===== config.mk =====
export PLATFORM = sky130hd
export DESIGN_NAME = pipeline_hazard_controller
export DESIGN_NICKNAME = d
export VERILOG_FILES = /design/src/rtl/cpu_isa_pkg.sv /design/src/rtl/hazard_scoreboard.sv /design/src/rtl/pipeline_hazard_controller.sv
export SDC_FILE = /design/constraint.sdc
export NUM_CORES = 1
export LEC_CHECK = 0
export CORE_MARGIN = 2
export CORE_UTILIZATION = 34
export DETAILED_ROUTE_END_ITERATION = 16
export GPL_ROUTABILITY_DRIVEN = 0
export GPL_TIMING_DRIVEN = 0
export SYNTH_ARGS = -nofsm -noshare
export SYNTH_HDL_FRONTEND = slang
export SYNTH_SLANG_ARGS = --single-unit

===== constraint.sdc =====
create_clock -name clk -period 2.9 [get_ports clk]
set_input_delay 0.435 -clock clk [delete_from_list [all_inputs] [get_ports clk]]
set_output_delay 0.435 -clock clk [all_outputs]
set_load 0.005 [all_outputs]

===== src/rtl/cpu_isa_pkg.sv =====
// -----------------------------------------------------------------------------
// cpu_isa_pkg
// Shared ISA definitions for the 5-stage CPU datapath (IF, RF, ALU, DM, WB):
// opcode constants, the hazard controller FSM encoding, the scoreboard entry
// layout and the opcode decode helpers used by the interlock logic.
// No ports (package).
// -----------------------------------------------------------------------------
package cpu_isa_pkg;

    localparam int OPC_W = 6;
    localparam int REG_W = 5;

    localparam logic [OPC_W-1:0] OPC_NOP   = 6'd0;
    localparam logic [OPC_W-1:0] OPC_ADD   = 6'd1;
    localparam logic [OPC_W-1:0] OPC_SUB   = 6'd2;
    localparam logic [OPC_W-1:0] OPC_STORE = 6'd3;
    localparam logic [OPC_W-1:0] OPC_LOAD  = 6'd4;
    localparam logic [OPC_W-1:0] OPC_MOVE  = 6'd5;
    localparam logic [OPC_W-1:0] OPC_MOVEI = 6'd16;
    localparam logic [OPC_W-1:0] OPC_BRA   = 6'd21;
    localparam logic [OPC_W-1:0] OPC_JUMP  = 6'd22;
    localparam logic [OPC_W-1:0] OPC_ADDF  = 6'd23;
    localparam logic [OPC_W-1:0] OPC_MULF  = 6'd24;

    typedef enum logic [1:0] {
        ST_RUN       = 2'd0,
        ST_MULF_BUSY = 2'd1,
        ST_FLUSH     = 2'd2
    } hz_state_e;

    typedef enum logic {
        DST_RD  = 1'b0,
        DST_RS2 = 1'b1
    } dest_sel_e;

    // Opcode 0 and every undefined opcode fall outside all of these sets,
    // so they neither read nor write the register file.
    function automatic logic writes_rf(input logic [OPC_W-1:0] opc);
        return opc inside {OPC_ADD, OPC_SUB, [OPC_LOAD:6'd20], OPC_ADDF, OPC_MULF};
    endfunction

    // LOAD, MOVE and the immediate group 15..20 (MOVEI among them) carry
    // their destination in the RS2 field.
    function automatic dest_sel_e dest_sel(input logic [OPC_W-1:0] opc);
        return (opc inside {OPC_LOAD, OPC_MOVE, [6'd15:6'd20]}) ? DST_RS2 : DST_RD;
    endfunction

    function automatic logic reads_rs1(input logic [OPC_W-1:0] opc);
        return opc inside {OPC_ADD, OPC_SUB, OPC_STORE, OPC_LOAD, [6'd6:6'd15],
                           [6'd17:OPC_BRA], OPC_ADDF, OPC_MULF};
    endfunction

    function automatic logic reads_rs2(input logic [OPC_W-1:0] opc);
        return opc inside {OPC_ADD, OPC_SUB, OPC_STORE, [6'd6:6'd14], OPC_ADDF, OPC_MULF};
    endfunction

endpackage


===== src/rtl/hazard_scoreboard.sv =====
// -----------------------------------------------------------------------------
// hazard_scoreboard
// Shadow copy of the destination register of the instructions sitting in the
// ALU, DM and WB stages, plus the RAW match against the RF-stage sources.
// Ports:
//   clk, reset      clock / asynchronous active-low reset (clears valid bits)
//   chk_en          RF instruction is real and the controller is checking it
//   issue           RF instruction moves into ALU this cycle
//   alu_freeze      ALU stage frozen (multi-cycle MULF); DM takes a bubble
//   id_opc/rs1/rs2/rd  RF-stage instruction fields
//   raw_hit         a source actually read matches a valid in-flight dst
// -----------------------------------------------------------------------------
module hazard_scoreboard
    import cpu_isa_pkg::*;
(
    input  logic             clk,
    input  logic             reset,
    input  logic             chk_en,
    input  logic             issue,
    input  logic             alu_freeze,
    input  logic [OPC_W-1:0] id_opc,
    input  logic [REG_W-1:0] id_rs1,
    input  logic [REG_W-1:0] id_rs2,
    input  logic [REG_W-1:0] id_rd,
    output logic             raw_hit
);

    logic             alu_v_q, dm_v_q, wb_v_q;
    logic             alu_v_d, dm_v_d, wb_v_d;
    logic [REG_W-1:0] alu_dst_q, dm_dst_q, wb_dst_q;
    logic [REG_W-1:0] alu_dst_d, dm_dst_d, wb_dst_d;
    logic [REG_W-1:0] new_dst;
    logic             rs1_hit, rs2_hit;

    always_comb begin
        new_dst   = (dest_sel(id_opc) == DST_RS2) ? id_rs2 : id_rd;
        // Stage boundary RF -> ALU -> DM -> WB
        wb_v_d    = dm_v_q;
        wb_dst_d  = dm_dst_q;
        if (alu_freeze) begin
            alu_v_d   = alu_v_q;
            alu_dst_d = alu_dst_q;
            dm_v_d    = 1'b0;
            dm_dst_d  = dm_dst_q;
        end else begin
            alu_v_d   = issue & writes_rf(id_opc);
            alu_dst_d = new_dst;
            dm_v_d    = alu_v_q;
            dm_dst_d  = alu_dst_q;
        end
    end

    always_comb begin
        rs1_hit = reads_rs1(id_opc) &&
                  ((alu_v_q && alu_dst_q == id_rs1) ||
                   (dm_v_q  && dm_dst_q  == id_rs1) ||
                   (wb_v_q  && wb_dst_q  == id_rs1));
        rs2_hit = reads_rs2(id_opc) &&
                  ((alu_v_q && alu_dst_q == id_rs2) ||
                   (dm_v_q  && dm_dst_q  == id_rs2) ||
                   (wb_v_q  && wb_dst_q  == id_rs2));
        raw_hit = chk_en && (rs1_hit || rs2_hit);
    end

    // Only the valid bits need clearing; a dst field is ignored while v=0.
    always_ff @(posedge clk or negedge reset) begin
        if (!reset) begin
            alu_v_q <= 1'b0;
            dm_v_q  <= 1'b0;
            wb_v_q  <= 1'b0;
        end else begin
            alu_v_q <= alu_v_d;
            dm_v_q  <= dm_v_d;
            wb_v_q  <= wb_v_d;
        end
    end

    always_ff @(posedge clk) begin
        alu_dst_q <= alu_dst_d;
        dm_dst_q  <= dm_dst_d;
        wb_dst_q  <= wb_dst_d;
    end

endmodule


===== src/rtl/pipeline_hazard_controller.sv =====
// -----------------------------------------------------------------------------
// pipeline_hazard_controller
// Interlock and sequencing controller for the forwarding-less 5-stage
// datapath: RAW stalls on decode, wrong-path squash after a taken branch,
// and front-end freeze while a multi-cycle MULF occupies the ALU.
// Ports:
//   clk, reset              clock / asynchronous active-low reset
//   id_valid, id_opc, id_rs1, id_rs2, id_rd   RF-stage instruction
//   branch_taken            datapath redirect this cycle
//   pc_hold, id_hold        freeze PC / RF latches
//   alu_hold                freeze ALU latches (MULF)
//   alu_bubble, dm_bubble   inject NOP into ALU / DM
//   if_flush                squash the fetched instruction
//   stall_cnt               saturating count of pc_hold cycles (registered)
// -----------------------------------------------------------------------------
module pipeline_hazard_controller
    import cpu_isa_pkg::*;
#(
    parameter int MULF_LAT = 3,
    parameter int CNT_W    = 16
) (
    input  logic             clk,
    input  logic             reset,
    input  logic             id_valid,
    input  logic [OPC_W-1:0] id_opc,
    input  logic [REG_W-1:0] id_rs1,
    input  logic [REG_W-1:0] id_rs2,
    input  logic [REG_W-1:0] id_rd,
    input  logic             branch_taken,
    output logic             pc_hold,
    output logic             id_hold,
    output logic             alu_hold,
    output logic             alu_bubble,
    output logic             dm_bubble,
    output logic             if_flush,
    output logic [CNT_W-1:0] stall_cnt
);

    localparam logic [3:0] CNT_INIT = 4'(MULF_LAT - 1);

    hz_state_e        state_q, state_d;
    logic [3:0]       cnt_q, cnt_d;
    logic [CNT_W-1:0] stall_cnt_q, stall_cnt_d;

    logic raw_hit, chk_en, issue, alu_freeze;
    logic pc_hold_c, id_hold_c, alu_hold_c, alu_bubble_c, dm_bubble_c, if_flush_c;

    // Only RUN examines the RF instruction; FLUSH holds a squashed slot and
    // MULF_BUSY keeps the follower parked.
    assign chk_en = id_valid && (state_q == ST_RUN);

    hazard_scoreboard u_scoreboard (
        .clk        (clk),
        .reset      (reset),
        .chk_en     (chk_en),
        .issue      (issue),
        .alu_freeze (alu_freeze),
        .id_opc     (id_opc),
        .id_rs1     (id_rs1),
        .id_rs2     (id_rs2),
        .id_rd      (id_rd),
        .raw_hit    (raw_hit)
    );

    always_comb begin
        state_d      = state_q;
        cnt_d        = cnt_q;
        issue        = 1'b0;
        alu_freeze   = 1'b0;
        pc_hold_c    = 1'b0;
        id_hold_c    = 1'b0;
        alu_hold_c   = 1'b0;
        alu_bubble_c = 1'b0;
        dm_bubble_c  = 1'b0;
        if_flush_c   = 1'b0;
        case (state_q)
            ST_RUN: begin
                if (raw_hit) begin
                    // branch_taken is computed from a stale register here,
                    // so it is deliberately not looked at.
                    pc_hold_c    = 1'b1;
                    id_hold_c    = 1'b1;
                    alu_bubble_c = 1'b1;
                end else begin
                    issue = id_valid;
                    if (id_valid && id_opc == OPC_MULF) begin
                        cnt_d = CNT_INIT;
                    end
                    if (id_valid && id_opc == OPC_MULF && CNT_INIT != 4'd0) begin
                        state_d = ST_MULF_BUSY;
                    end else if (branch_taken) begin
                        if_flush_c = 1'b1;
                        state_d    = ST_FLUSH;
                    end
                end
            end
            ST_MULF_BUSY: begin
                alu_freeze  = 1'b1;
                pc_hold_c   = 1'b1;
                id_hold_c   = 1'b1;
                alu_hold_c  = 1'b1;
                dm_bubble_c = 1'b1;
                cnt_d       = cnt_q - 4'd1;
                if (cnt_q <= 4'd1) begin
                    state_d = ST_RUN;
                end
            end
            ST_FLUSH: begin
                alu_bubble_c = 1'b1;
                state_d      = ST_RUN;
            end
            default: begin
                state_d = ST_RUN;
            end
        endcase

        stall_cnt_d = stall_cnt_q;
        if (pc_hold_c && stall_cnt_q != {CNT_W{1'b1}}) begin
            stall_cnt_d = stall_cnt_q + {{(CNT_W-1){1'b0}}, 1'b1};
        end
    end

    always_ff @(posedge clk or negedge reset) begin
        if (!reset) begin
            state_q     <= ST_RUN;
            cnt_q       <= 4'd0;
            stall_cnt_q <= '0;
        end else begin
            state_q     <= state_d;
            cnt_q       <= cnt_d;
            stall_cnt_q <= stall_cnt_d;
        end
    end

    // Strobes are forced low for the whole time reset is asserted.
    assign pc_hold    = reset & pc_hold_c;
    assign id_hold    = reset & id_hold_c;
    assign alu_hold   = reset & alu_hold_c;
    assign alu_bubble = reset & alu_bubble_c;
    assign dm_bubble  = reset & dm_bubble_c;
    assign if_flush   = reset & if_flush_c;
    assign stall_cnt  = stall_cnt_q;

endmodule


==> results.rst, run 1 <==
.. list-table::
   :header-rows: 1

   * - Metric
     - Value
   * - Final setup fails
     - 0
   * - Cts hold-fix bufs
     - 0
   * - Maximum number of pins on one net before global-route repair
     - 30
   * - Static power due to leakage
     - roughly 1.4 nW
   * - P_int
     - ~980 µW
   * - Via count of the first global-routing pass
     - ~1900
   * - WL final
     - ~5.5 mm
   * - Period utilisation layout
     - 0.977
   * - # clock sinks
     - 40
   * - Number of cell rows
     - 30
   * - RSZ-0062 raised after global routing
     - yes
   * - Kind of path behind the tightest hold check
     - input port to async pin
   * - Switching power
     - about 350 µW
   * - Clock-pin slew of the registers on the worst-case setup and hold paths
     - 0.08 ns
   * - Crit Path Class
     - input port to output pin
   * - Arr. time, crit path
     - between 2 and 2.5 ns
   * - Sequential area share after synthesis
     - 0.442
   * - Port bufs
     - 46
   * - Number of design rule violations left after detail routing
     - 0
   * - Area of the core region
     - 6680 µm²
   * - WL per Instance
     - between 10 and 15 µm
   * - Setup TNS
     - 0 ns
   * - Worst flop-to-flop path endpoint
     - cnt_q[3]$_DFFE_PN0P_
   * - Synthesized netlist cell count
     - roughly 220
   * - Syn nets
     - 250
   * - Delay of the slowest cell on the worst path
     - just under 0.4 ns
   * - Global-route wire length before repair
     - around 9 mm
   * - CTS HTree Levels
     - 2
   * - Status
     - complete, no violations
   * - Internal reg-to-reg setup slack
     - approximately 0.5 ns
   * - Mean cell area of the mapped netlist
     - between 10 and 15 µm²
   * - Number of DRC markers after the initial detailed-route iteration
     - between 80 and 90
   * - Total of fill cells in the finished design
     - about 630
   * - Buffer type at the clock tree root
     - sky130_fd_sc_hd__clkbuf_8
   * - Buffers from clock root to sink, at most
     - 2
   * - Maximum fanout count along the critical path
     - 3
   * - Power share of the sequential group
     - 0.501
   * - Cells along the critical path
     - dlygate4sd2_1 > xor2_1 > nor4_2 > nand3_1 > and3_4 > buf_4 > o311a_4 > nor3b_2 > clkdlybuf4s15_2
   * - CTS tree
     - yes
   * - Initial antenna violation count
     - 0
   * - Combinational power share
     - 0.195
   * - All-Layer GR Usage
     - 0.148
   * - Worst Tran Pin Value
     - roughly 0.90 ns
   * - Die area
     - ~7500 µm²
   * - Count of maximum capacitance violations
     - 0
   * - Clk pwr share
     - 0.305
   * - Master of the slowest instance on the critical path
     - sky130_fd_sc_hd__o311a_4
   * - Tightest hold margin
     - 0.139 ns
   * - Syn Std Cell Area
     - roughly 2300 µm²
   * - # nets final
     - around 320
   * - Diode insertion count for antenna repair
     - 0
   * - Max IR drop VDD
     - between 0.3 and 0.4 mV
   * - Synth Register Bits
     - 40
   * - Share of synthesized registers carrying an async set or reset
     - 0.625
   * - Placed wire-length estimate after detailed placement
     - about 3.8 mm
   * - Max Clock Skew
     - between 0.005 and 0.006 ns
   * - Total congestion overflow
     - 0
   * - Clock network latency to the later pin of the worst-skew pair
     - slightly below 0.3 ns
   * - Via Count
     - roughly 1900
   * - Initial cell density of the core
     - 0.347
   * - Number of CTS-inserted buffers
     - 5
   * - Buf/Inv on CP
     - 3
   * - Top library cells by usage in the layout, fill and taps aside
     - 26 x sky130_fd_sc_hd__clkdlybuf4s50_1, 25 x sky130_fd_sc_hd__dfrtp_1, 24 x sky130_fd_sc_hd__xor2_1, 22 x sky130_fd_sc_hd__buf_4, 20 x sky130_fd_sc_hd__xnor2_1
   * - Data required time of the critical path
     - between 2 and 2.5 ns
   * - First-pass detailed-route iteration total
     - 4
   * - Vertical die dimension
     - 86.6 µm
   * - Power per standard cell area
     - 412 nW/µm²
   * - Worst max-slew margin expressed relative to the limit
     - 0.394
   * - Number of enable flip-flop cells after synthesis
     - 10
   * - Total count of max-transition violations in the final report
     - 0
   * - Top flip-flop cell by instance count after synthesis
     - sky130_fd_sc_hd__dfrtp_1
   * - Critical path's top delay family
     - simple AND/OR/NAND/NOR gates
   * - Distinct cells, synth
     - 50
   * - Post-layout min period
     - between 2 and 3 ns
   * - Startpoint Class
     - input port
   * - Share of cells above drive strength 1
     - 0.210
   * - Residual antenna-violating net count after detailed routing
     - 0
   * - Total count of hold-check failures in the final report
     - 0
   * - Width of the chip
     - about 87 µm
   * - Highest Clock Rate
     - ~0.35 GHz
   * - Most frequent standard cell in the layout excluding fill and tap cells
     - sky130_fd_sc_hd__clkdlybuf4s50_1
   * - Reg2reg path depth
     - 9
   * - Number of warning messages in the yosys log
     - 0
   * - Via density per instance
     - around 5.1
   * - Boundary Pins
     - 47
   * - Net switching fraction of the power
     - 0.265
   * - Launch instance of the worst register-to-register path
     - u_scoreboard.alu_dst_q[4]$_DFFE_PN_
   * - Syn-to-layout area delta
     - 38.7%
   * - Setup crit end kind
     - output pin
## flip-flops by register name, indices dropped and copies added (netlist names)
| signal | cells |
|---|---|
| cnt_q | 4 |
| stall_cnt | 16 |
| state_q | 2 |
| u_scoreboard.alu_dst_q | 5 |
| u_scoreboard.alu_v_q | 1 |
| u_scoreboard.dm_dst_q | 5 |
| u_scoreboard.dm_v_q | 1 |
| u_scoreboard.wb_dst_q | 5 |
| u_scoreboard.wb_v_q | 1 |
## logic make-up after synthesis
logic type | after synthesis | synth area share
XOR/XNOR | 44 | 0.166
adder cells (fa/ha/maj) | 3 | 0.0162
AO/OA/AOI/OAI | 33 | 0.108
AND/OR/NAND/NOR | 79 | 0.202
buffers and inverters | 16 | 0.0329
flip-flops | 40 | 0.442
multiplexers | 7 | 0.0334
## cell usage after synthesis (2+ instances only)
cell	count	area, µm²
sky130_fd_sc_hd__dfrtp_1	25	626
sky130_fd_sc_hd__xor2_1	24	210
sky130_fd_sc_hd__xnor2_1	20	175
sky130_fd_sc_hd__nand3_1	13	65.1
sky130_fd_sc_hd__and3_1	11	68.8
sky130_fd_sc_hd__edfxtp_1	10	300
sky130_fd_sc_hd__nor2_1	9	33.8
sky130_fd_sc_hd__inv_1	8	30.0
sky130_fd_sc_hd__nor4_1	8	50.1
sky130_fd_sc_hd__o21ai_0	8	40.0
sky130_fd_sc_hd__a21oi_1	7	35.0
sky130_fd_sc_hd__nand2_1	6	22.5
sky130_fd_sc_hd__nand4_1	6	37.5
sky130_fd_sc_hd__dfxtp_1	5	100
sky130_fd_sc_hd__mux2_2	5	56.3
sky130_fd_sc_hd__nor2b_1	5	31.3
sky130_fd_sc_hd__and4_1	4	35.0
sky130_fd_sc_hd__buf_2	4	20.0
sky130_fd_sc_hd__and2_1	3	18.8
sky130_fd_sc_hd__buf_4	3	22.5
sky130_fd_sc_hd__ha_1	3	37.5
sky130_fd_sc_hd__nand2b_1	3	18.8
sky130_fd_sc_hd__a211oi_1	2	15.0
sky130_fd_sc_hd__and3_4	2	22.5
sky130_fd_sc_hd__nand3b_1	2	15.0
sky130_fd_sc_hd__o31ai_1	2	15.0
## layout make-up
class	count	area (µm²)	share of cell area
sequential	40	1030	0.319
tap	80	100	0.0311
multi-input combinational	166	1310	0.406
timing repair buffer	65	586	0.182
clock buffer	8	100	0.0311
buffer	8	71.3	0.0222
inverter	8	30.0	0.00933
## metrics by stage
step,setup slack [ns],cell area [µm²],power (mW),util,cells
3_5_place_dp,-0.775,2880,0.904,0.431,348
6_report,0.0672,3220,1.33,0.482,375
4_1_cts,-0.0925,3180,1.34,0.476,371
5_1_grt,-0.0331,3220,1.40,0.482,375
2_1_floorplan,0.558,2320,0.795,-,222
3_3_place_gp,-0.738,2880,0.899,0.431,348
## power groups by stage
stage                     combinational (mW)  clock [mW]  sequential (mW)
final                                  0.259       0.404            0.665
after global routing                   0.285       0.442            0.671
after CTS                              0.251       0.420            0.665
after detailed placement               0.226           0            0.679
after global placement                 0.222           0            0.676
after floorplan                        0.126           0            0.669
## routing by layer
metal | GRT usage | up-vias | routed length [µm]
met2 | 0.242 | 33 | 2600
met3 | 0.0314 | 6 | 213
met1 | 0.200 | 918 | 2590
met5 | 0 | - | 0
li1 | - | 946 | -
met4 | 0.0398 | 0 | 53
## repair_timing
| item | CTS | global route |
|---|---|---|
| resized for setup | 55 | 4 |
| pin swaps | 15 | 3 |
| endpoints found under the setup margin | 6 | 3 |
| buffers inserted | 15 | 4 |
## how the worst max path moves through the flow
stage,end,from,cells after the start,slack [ns]
global placement,pc_hold,id_rs1[0],10,-0.74
global route,alu_bubble,u_scoreboard.alu_dst_q[2]$_DFFE_PN_,8,-0.03
CTS,pc_hold,u_scoreboard.dm_dst_q[1]$_DFFE_PN_,10,-0.09
detailed placement,pc_hold,id_rs1[0],10,-0.77
finish,alu_bubble,id_rs1[0],9,0.07
floorplan,pc_hold,id_rs1[0],8,0.56
(Power assumes the default switching activity.)
==> run 2: changes to the inputs <==
--- a/config.mk
+++ b/config.mk
@@ -6,7 +6,7 @@
 export NUM_CORES = 1
 export LEC_CHECK = 0
 export CORE_MARGIN = 2
-export CORE_UTILIZATION = 34
+export CORE_UTILIZATION = 35
 export DETAILED_ROUTE_END_ITERATION = 16
 export GPL_ROUTABILITY_DRIVEN = 0
 export GPL_TIMING_DRIVEN = 0
==> results.rst, run 2 (synthesis results as in run 1) <==
.. list-table::
   :header-rows: 1

   * - Metric
     - Value
   * - Status
     - complete, no violations
   * - Share of cells above drive strength 1
     - 0.209 (-0.000710)
   * - Startpoint Class
     - input port
   * - Power share of the sequential group
     - 0.465 (-0.036)
   * - Cts hold-fix bufs
     - 0 (unchanged)
   * - Number of DRC markers after the initial detailed-route iteration
     - 78 (-7.1%)
   * - Width of the chip
     - 85.4 µm (-1.4%)
   * - Worst max-slew margin expressed relative to the limit
     - 0.388 (-0.00589)
   * - Master of the slowest instance on the critical path
     - sky130_fd_sc_hd__nor4_2
   * - Global-route wire length before repair
     - 9.35 mm (+5.4%)
   * - Number of CTS-inserted buffers
     - 5 (unchanged)
   * - Data required time of the critical path
     - 2.47 ns (about the same)
   * - Combinational power share
     - 0.179 (-0.016)
   * - WL per Instance
     - 15.2 µm (+4.8%)
   * - Arr. time, crit path
     - 2.41 ns (about the same)
   * - Total count of max-transition violations in the final report
     - 0 (unchanged)
   * - Maximum fanout count along the critical path
     - 3 (unchanged)
   * - Kind of path behind the tightest hold check
     - input port to async pin
   * - Initial antenna violation count
     - 0 (unchanged)
   * - Delay of the slowest cell on the worst path
     - 0.31 ns (-0.08 ns)
   * - Area of the core region
     - 6390 µm² (-4.4%)
   * - P_int
     - 1.07 mW (+9.3%)
   * - Residual antenna-violating net count after detailed routing
     - 0 (unchanged)
   * - Placed wire-length estimate after detailed placement
     - 3.86 mm (+1.3%)
   * - Net switching fraction of the power
     - 0.255 (-0.00977)
   * - Initial cell density of the core
     - 0.363 (+0.0161)
   * - Port bufs
     - 46 (unchanged)
   * - Power per standard cell area
     - 440 nW/µm² (+6.6%)
   * - Buffers from clock root to sink, at most
     - 2 (unchanged)
   * - WL final
     - 5.69 mm (+4.2%)
   * - Buffer type at the clock tree root
     - sky130_fd_sc_hd__clkbuf_8
   * - Setup crit end kind
     - output pin
   * - Syn-to-layout area delta
     - 40.2%
   * - Via density per instance
     - 5.24 (+3.2%)
   * - Crit Path Class
     - input port to output pin
   * - Number of cell rows
     - 29 (-3.3%)
   * - Via Count
     - 1953 (+2.6%)
   * - Number of design rule violations left after detail routing
     - 0 (unchanged)
   * - All-Layer GR Usage
     - 0.160 (+0.0115)
   * - CTS HTree Levels
     - 2 (unchanged)
   * - Clk pwr share
     - 0.356 (+0.051)
   * - Setup Slack @ Placement
     - -0.778 ns (-0.00359 ns)
   * - Diode insertion count for antenna repair
     - 0 (unchanged)
   * - Final setup fails
     - 0 (unchanged)
   * - Max reg flops
     - 16 (unchanged)
   * - Die area
     - 7300 µm² (-2.7%)
   * - Top library cells by usage in the layout, fill and taps aside
     - 26 x sky130_fd_sc_hd__clkdlybuf4s50_1, 25 x sky130_fd_sc_hd__dfrtp_1, 23 x sky130_fd_sc_hd__xor2_1, 23 x sky130_fd_sc_hd__buf_4, 20 x sky130_fd_sc_hd__xnor2_1
   * - Boundary Pins
     - 47 (unchanged)
   * - CTS tree
     - yes
   * - Cells along the critical path
     - dlygate4sd2_1 > xor2_1 > nor4_2 > nand3_1 > and3_4 > buf_4 > o211ai_4 > buf_6 > and2_1 > dlygate4sd2_1
   * - Switching power
     - 365 µW (+3.9%)
   * - Post-layout min period
     - 2.85 ns (+0.0127 ns)
   * - Total count of hold-check failures in the final report
     - 0 (unchanged)
   * - Clock network latency to the later pin of the worst-skew pair
     - 0.30 ns (about the same)
   * - Count of maximum capacitance violations
     - 0 (unchanged)
   * - Worst Slack Setup Final
     - 0.0544 ns (-0.0127 ns)
   * - Static power due to leakage
     - 1.38 nW (+0.95%)
   * - Highest Clock Rate
     - 0.351 GHz (-0.45%)
   * - Setup TNS
     - 0 ns (unchanged)
   * - Period utilisation layout
     - 0.981 (+0.00439)
   * - Max Clock Skew
     - 0.0106 ns (+0.00533 ns)
   * - Maximum number of pins on one net before global-route repair
     - 30 (unchanged)
   * - Via count of the first global-routing pass
     - 1960 (+5.4%)
   * - # nets final
     - 323 (+0.31%)
   * - First-pass detailed-route iteration total
     - 4 (unchanged)
   * - # clock sinks
     - 40 (unchanged)
   * - Max IR drop VDD
     - 0.379 mV (+23%)
   * - Vertical die dimension
     - 85.4 µm (-1.4%)
   * - Clock-pin slew of the registers on the worst-case setup and hold paths
     - 0.08 ns (about the same)
   * - Cell mode on critical path
     - sky130_fd_sc_hd__dlygate4sd2_1
   * - Total congestion overflow
     - 0 (unchanged)
   * - Worst Tran Pin Value
     - 0.912 ns (+0.00878 ns)
   * - Most frequent standard cell in the layout excluding fill and tap cells
     - sky130_fd_sc_hd__clkdlybuf4s50_1
run 2: what timing repair did:
action,CTS,global route
setup endpoints to repair,6,4
gates resized for setup,48,4
setup buffers,16,4
pin swaps,16,6
run 2: layout make-up:
cell class | count | area [µm²]
tap | 77 | 96.3
buffer | 8 | 75.1
timing repair buffer | 66 | 581
clock inverter | 1 | 30.0
inverter | 8 | 30.0
clock buffer | 7 | 97.6
fill | 583 | 3130
sequential | 40 | 1030
multi-input combinational | 166 | 1320
run 2: worst paths after layout:
path                                                  to                                start  depth (start not counted)  slack (ns)
hold / removal                 stall_cnt[14]$_DFFE_PN0P_                                reset                          1        0.15
setup / recovery                                 id_hold                            id_rs1[0]                         10        0.05
hold reg to reg            u_scoreboard.wb_v_q$_DFF_PN0_        u_scoreboard.dm_v_q$_DFF_PN0_                          0        0.42
max in group asynchronous           cnt_q[2]$_DFFE_PN0P_                                reset                          1        2.33
min in group clk           u_scoreboard.wb_v_q$_DFF_PN0_        u_scoreboard.dm_v_q$_DFF_PN0_                          0        0.42
setup reg to reg                stall_cnt[1]$_DFFE_PN0P_  u_scoreboard.alu_dst_q[2]$_DFFE_PN_                         10        0.50
run 2: metal layers:
| metal | global-route usage | part of all wire |
|---|---|---|
| met1 | 0.214 | 0.46 |
| met5 | 0 | 0 |
| met4 | 0.0361 | 0.012 |
| met2 | 0.258 | 0.48 |
| met3 | 0.0447 | 0.042 |
run 2: worst max-delay path: cells and delay by family:
kind	cells	cell delay [ns]
xor+xnor	1	0.19
compound gates	1	0.21
simple gates	4	0.77
buf+inv	4	0.79
run 2: power groups by stage:
stage                     clock (mW)  combinational, mW  sequential (mW)
after detailed placement           0              0.226            0.679
after floorplan                    0              0.126            0.669
after global routing           0.545              0.283            0.675
after CTS                      0.521              0.246            0.667
after global placement             0              0.223            0.677
final                          0.509              0.257            0.666
run 2: stage by stage:
stage / power, mW / area [µm²] / hold slack (ns) / cells / utilization
3_3_place_gp: 0.900 / 2880 / 0.404 / 345 / 0.451
2_1_floorplan: 0.795 / 2320 / 0.139 / 222 / -
6_report: 1.43 / 3250 / 0.148 / 373 / 0.510
4_1_cts: 1.43 / 3200 / 0.426 / 369 / 0.501
5_1_grt: 1.50 / 3250 / 0.178 / 373 / 0.510
3_5_place_dp: 0.905 / 2880 / 0.408 / 345 / 0.451
==> run 3: changes to the inputs <==
==> constraint.sdc (replaced) <==
create_clock -name clk -period 2.9 [get_ports clk]
set_input_delay 0.435 -clock clk [delete_from_list [all_inputs] [get_ports clk]]
set_output_delay 0.435 -clock clk [all_outputs]
set_load 0.05 [all_outputs]
==> results.rst, run 3 (synthesis results as in run 1) <==
.. list-table::
   :header-rows: 1

   * - Metric
     - Value
   * - Worst flop-to-flop path endpoint
     - stall_cnt[1]$_DFFE_PN0P_
   * - Cells along the critical path
     - clkdlybuf4s50_1 > buf_6 > and3b_1 > o21ai_2 > a21oi_2 > o311ai_2 > o211ai_4 > buf_6 > and2_4 > buf_4 > buf_6
   * - Via Count
     - 1875 (-4.0%)
   * - Startpoint Class
     - input port
   * - All-Layer GR Usage
     - 0.148 (-0.0114)
   * - Buffer type at the clock tree root
     - sky130_fd_sc_hd__clkbuf_8
   * - Top library cells by usage in the layout, fill and taps aside
     - 27 x sky130_fd_sc_hd__clkdlybuf4s50_1, 25 x sky130_fd_sc_hd__dfrtp_1, 22 x sky130_fd_sc_hd__xor2_1, 20 x sky130_fd_sc_hd__xnor2_1, 13 x sky130_fd_sc_hd__nand3_1
   * - # nets final
     - 312 (-3.4%)
   * - Die area
     - 7300 µm² (unchanged)
   * - Share of cells above drive strength 1
     - 0.200 (-0.00946)
   * - Crit Path Class
     - input port to output pin
   * - Arr. time, crit path
     - 2.37 ns (-0.04 ns)
   * - Reg2reg path depth
     - 9 (-1)
   * - Buffers from clock root to sink, at most
     - 2 (unchanged)
   * - Power per standard cell area
     - 426 nW/µm² (-3.2%)
   * - Via count of the first global-routing pass
     - 1849 (-5.7%)
   * - Total congestion overflow
     - 0 (unchanged)
   * - Static power due to leakage
     - 1.34 nW (-2.5%)
   * - Max reg flops
     - 16 (unchanged)
   * - Filler-free cell count of the finished design
     - 362 (-2.9%)
   * - WL per Instance
     - 14.4 µm (-5.6%)
   * - Final setup fails
     - 0 (unchanged)
   * - CTS HTree Levels
     - 2 (unchanged)
   * - WL final
     - 5.21 mm (-8.4%)
   * - Area of the core region
     - 6390 µm² (unchanged)
   * - # clock sinks
     - 40 (unchanged)
   * - Setup crit end kind
     - output pin
   * - Worst setup startpoint
     - id_opc[3]
   * - Setup Slack @ Placement
     - -1.06 ns (-0.286 ns)
   * - Data required time of the critical path
     - 2.47 ns (about the same)
   * - Initial antenna violation count
     - 0 (unchanged)
   * - Vertical die dimension
     - 85.4 µm (unchanged)
   * - Clock-pin slew of the registers on the worst-case setup and hold paths
     - 0.08 ns (about the same)
   * - Post-layout min period
     - 2.80 ns (-0.0428 ns)
   * - Status
     - complete, no violations
   * - Number of DRC markers after the initial detailed-route iteration
     - 77 (-1.3%)
   * - Kind of path behind the tightest hold check
     - input port to async pin
   * - CTS tree
     - yes
   * - Buf/Inv on CP
     - 5 (+1)
   * - Residual antenna-violating net count after detailed routing
     - 0 (unchanged)
   * - Count of maximum capacitance violations
     - 0 (unchanged)
   * - Initial cell density of the core
     - 0.363 (unchanged)
   * - Placed wire-length estimate after detailed placement
     - 3.76 mm (-2.6%)
   * - Width of the chip
     - 85.4 µm (unchanged)
   * - Number of design rule violations left after detail routing
     - 0 (unchanged)
   * - First-pass detailed-route iteration total
     - 4 (unchanged)
   * - Max Clock Skew
     - 0.0106 ns (+0.00000670 ns)
   * - Worst Tran Pin Value
     - 0.873 ns (-0.0388 ns)
   * - Via density per instance
     - 5.18 (-1.1%)
   * - Port bufs
     - 46 (unchanged)
   * - Total count of hold-check failures in the final report
     - 0 (unchanged)
   * - Critical path's top delay family
     - buffers and inverters
   * - Most frequent standard cell in the layout excluding fill and tap cells
     - sky130_fd_sc_hd__clkdlybuf4s50_1
   * - Global-route wire length before repair
     - 8.76 mm (-6.3%)
   * - Launch instance of the worst register-to-register path
     - u_scoreboard.alu_dst_q[3]$_DFFE_PN_
   * - Maximum fanout count along the critical path
     - 8 (+5)
   * - Cell mode on critical path
     - sky130_fd_sc_hd__buf_6
   * - Delay of the slowest cell on the worst path
     - 0.50 ns (+0.19 ns)
   * - Worst Slack Setup Final
     - 0.0973 ns (+0.0428 ns)
   * - Internal reg-to-reg setup slack
     - 0.62 ns (+0.12 ns)
   * - Clock network latency to the later pin of the worst-skew pair
     - 0.29 ns (about the same)
   * - Number of cell rows
     - 29 (unchanged)
   * - Period utilisation layout
     - 0.966 (-0.0148)
   * - Syn-to-layout area delta
     - 36.7%
   * - Highest Clock Rate
     - 0.357 GHz (+1.5%)
   * - Capturing instance or port of the critical path
     - pc_hold
   * - Maximum number of pins on one net before global-route repair
     - 30 (unchanged)
   * - Total placed cells including tap cells
     - 345 (unchanged)
   * - Total count of max-transition violations in the final report
     - 0 (unchanged)
   * - Number of CTS-inserted buffers
     - 5 (unchanged)
   * - Max IR drop VDD
     - 0.369 mV (-2.6%)
   * - Boundary Pins
     - 47 (unchanged)
   * - Stages on the worst setup path
     - 11 (+1)
   * - Master of the slowest instance on the critical path
     - sky130_fd_sc_hd__clkdlybuf4s50_1
   * - Worst max-slew margin expressed relative to the limit
     - 0.414 (+0.0260)
   * - Diode insertion count for antenna repair
     - 0 (unchanged)
==> run 3: cell types whose count changed in the layout (fill, tap and decap cells not counted), moves of 2 or more <==
cell	change
sky130_fd_sc_hd__dlygate4sd2_1	-8
sky130_fd_sc_hd__dlymetal6s2s_1	+4
sky130_fd_sc_hd__buf_6	+3
sky130_fd_sc_hd__buf_4	-11
sky130_fd_sc_hd__clkbuf_8	+2
==> run 3: layout make-up <==
class,instances,area (µm²)
multi-input cells,166,1320
fillers,594,3210
clock buffers,8,100
flip-flops and latches,40,1030
inverters,8,30.0
plain buffers,8,75.1
well taps,77,96.3
repair buffers,55,528
==> run 3: layer usage <==
layer  up-vias  wire [µm]  global-route usage  part of all wire
met3         4        202              0.0340             0.039
met5         -          0                   0                 0
met4         0         37              0.0346            0.0071
met2        33       2450               0.239              0.47
met1       909       2520               0.204              0.48
li1        929          -                   -                 -
==> run 3: power breakdown <==
group	total [mW]	internal, mW	switching (mW)
clock	0.402	0.217	0.185
combinational	0.281	0.130	0.151
sequential	0.667	0.622	0.0454
==> run 3: what timing repair did <==
action | CTS | global route
hold buffers | 0 | 0
endpoints found under the setup margin | 6 | 4
resized for setup | 50 | 27
setup buffers | 1 | 8
pin swaps | 5 | 9
==> run 3: how the worst min path moves through the flow <==
stage / start / to / slack [ns] / depth (start not counted)
floorplan: reset / cnt_q[0]$_DFFE_PN0P_ / 0.14 / 0
global route: reset / stall_cnt[14]$_DFFE_PN0P_ / 0.31 / 1
global placement: u_scoreboard.dm_v_q$_DFF_PN0_ / u_scoreboard.wb_v_q$_DFF_PN0_ / 0.40 / 0
detailed placement: u_scoreboard.dm_v_q$_DFF_PN0_ / u_scoreboard.wb_v_q$_DFF_PN0_ / 0.40 / 0
CTS: reset / stall_cnt[11]$_DFFE_PN0P_ / 0.29 / 1
finish: reset / stall_cnt[9]$_DFFE_PN0P_ / 0.27 / 1
==> run 3: worst register-to-register path, stage by stage (launching register included) <==
cell and delay, ns:
sky130_fd_sc_hd__edfxtp_1 0.46, sky130_fd_sc_hd__xor2_2 0.21, sky130_fd_sc_hd__nor4_2 0.08, sky130_fd_sc_hd__and3_4 0.20, sky130_fd_sc_hd__o311ai_2 0.35, sky130_fd_sc_hd__o211ai_4 0.14, sky130_fd_sc_hd__buf_4 0.16, sky130_fd_sc_hd__buf_4 0.14
sky130_fd_sc_hd__nand2_1 0.10, sky130_fd_sc_hd__mux2_1 0.33
==> run 3: stage by stage <==
| step | area [µm²] | utilization | TNS, ns | hold WS [ns] | power [mW] |
|---|---|---|---|---|---|
| after floorplan | 2330 | - | 0 | 0.139 | 0.832 |
| after detailed placement | 2880 | 0.451 | -4.55 | 0.403 | 0.942 |
| after global routing | 3170 | 0.497 | -0.0110 | 0.311 | 1.43 |
| after CTS | 3010 | 0.472 | -0.0422 | 0.291 | 1.34 |
| final | 3170 | 0.497 | 0 | 0.267 | 1.35 |
| after global placement | 2880 | 0.451 | -4.63 | 0.402 | 0.937 |
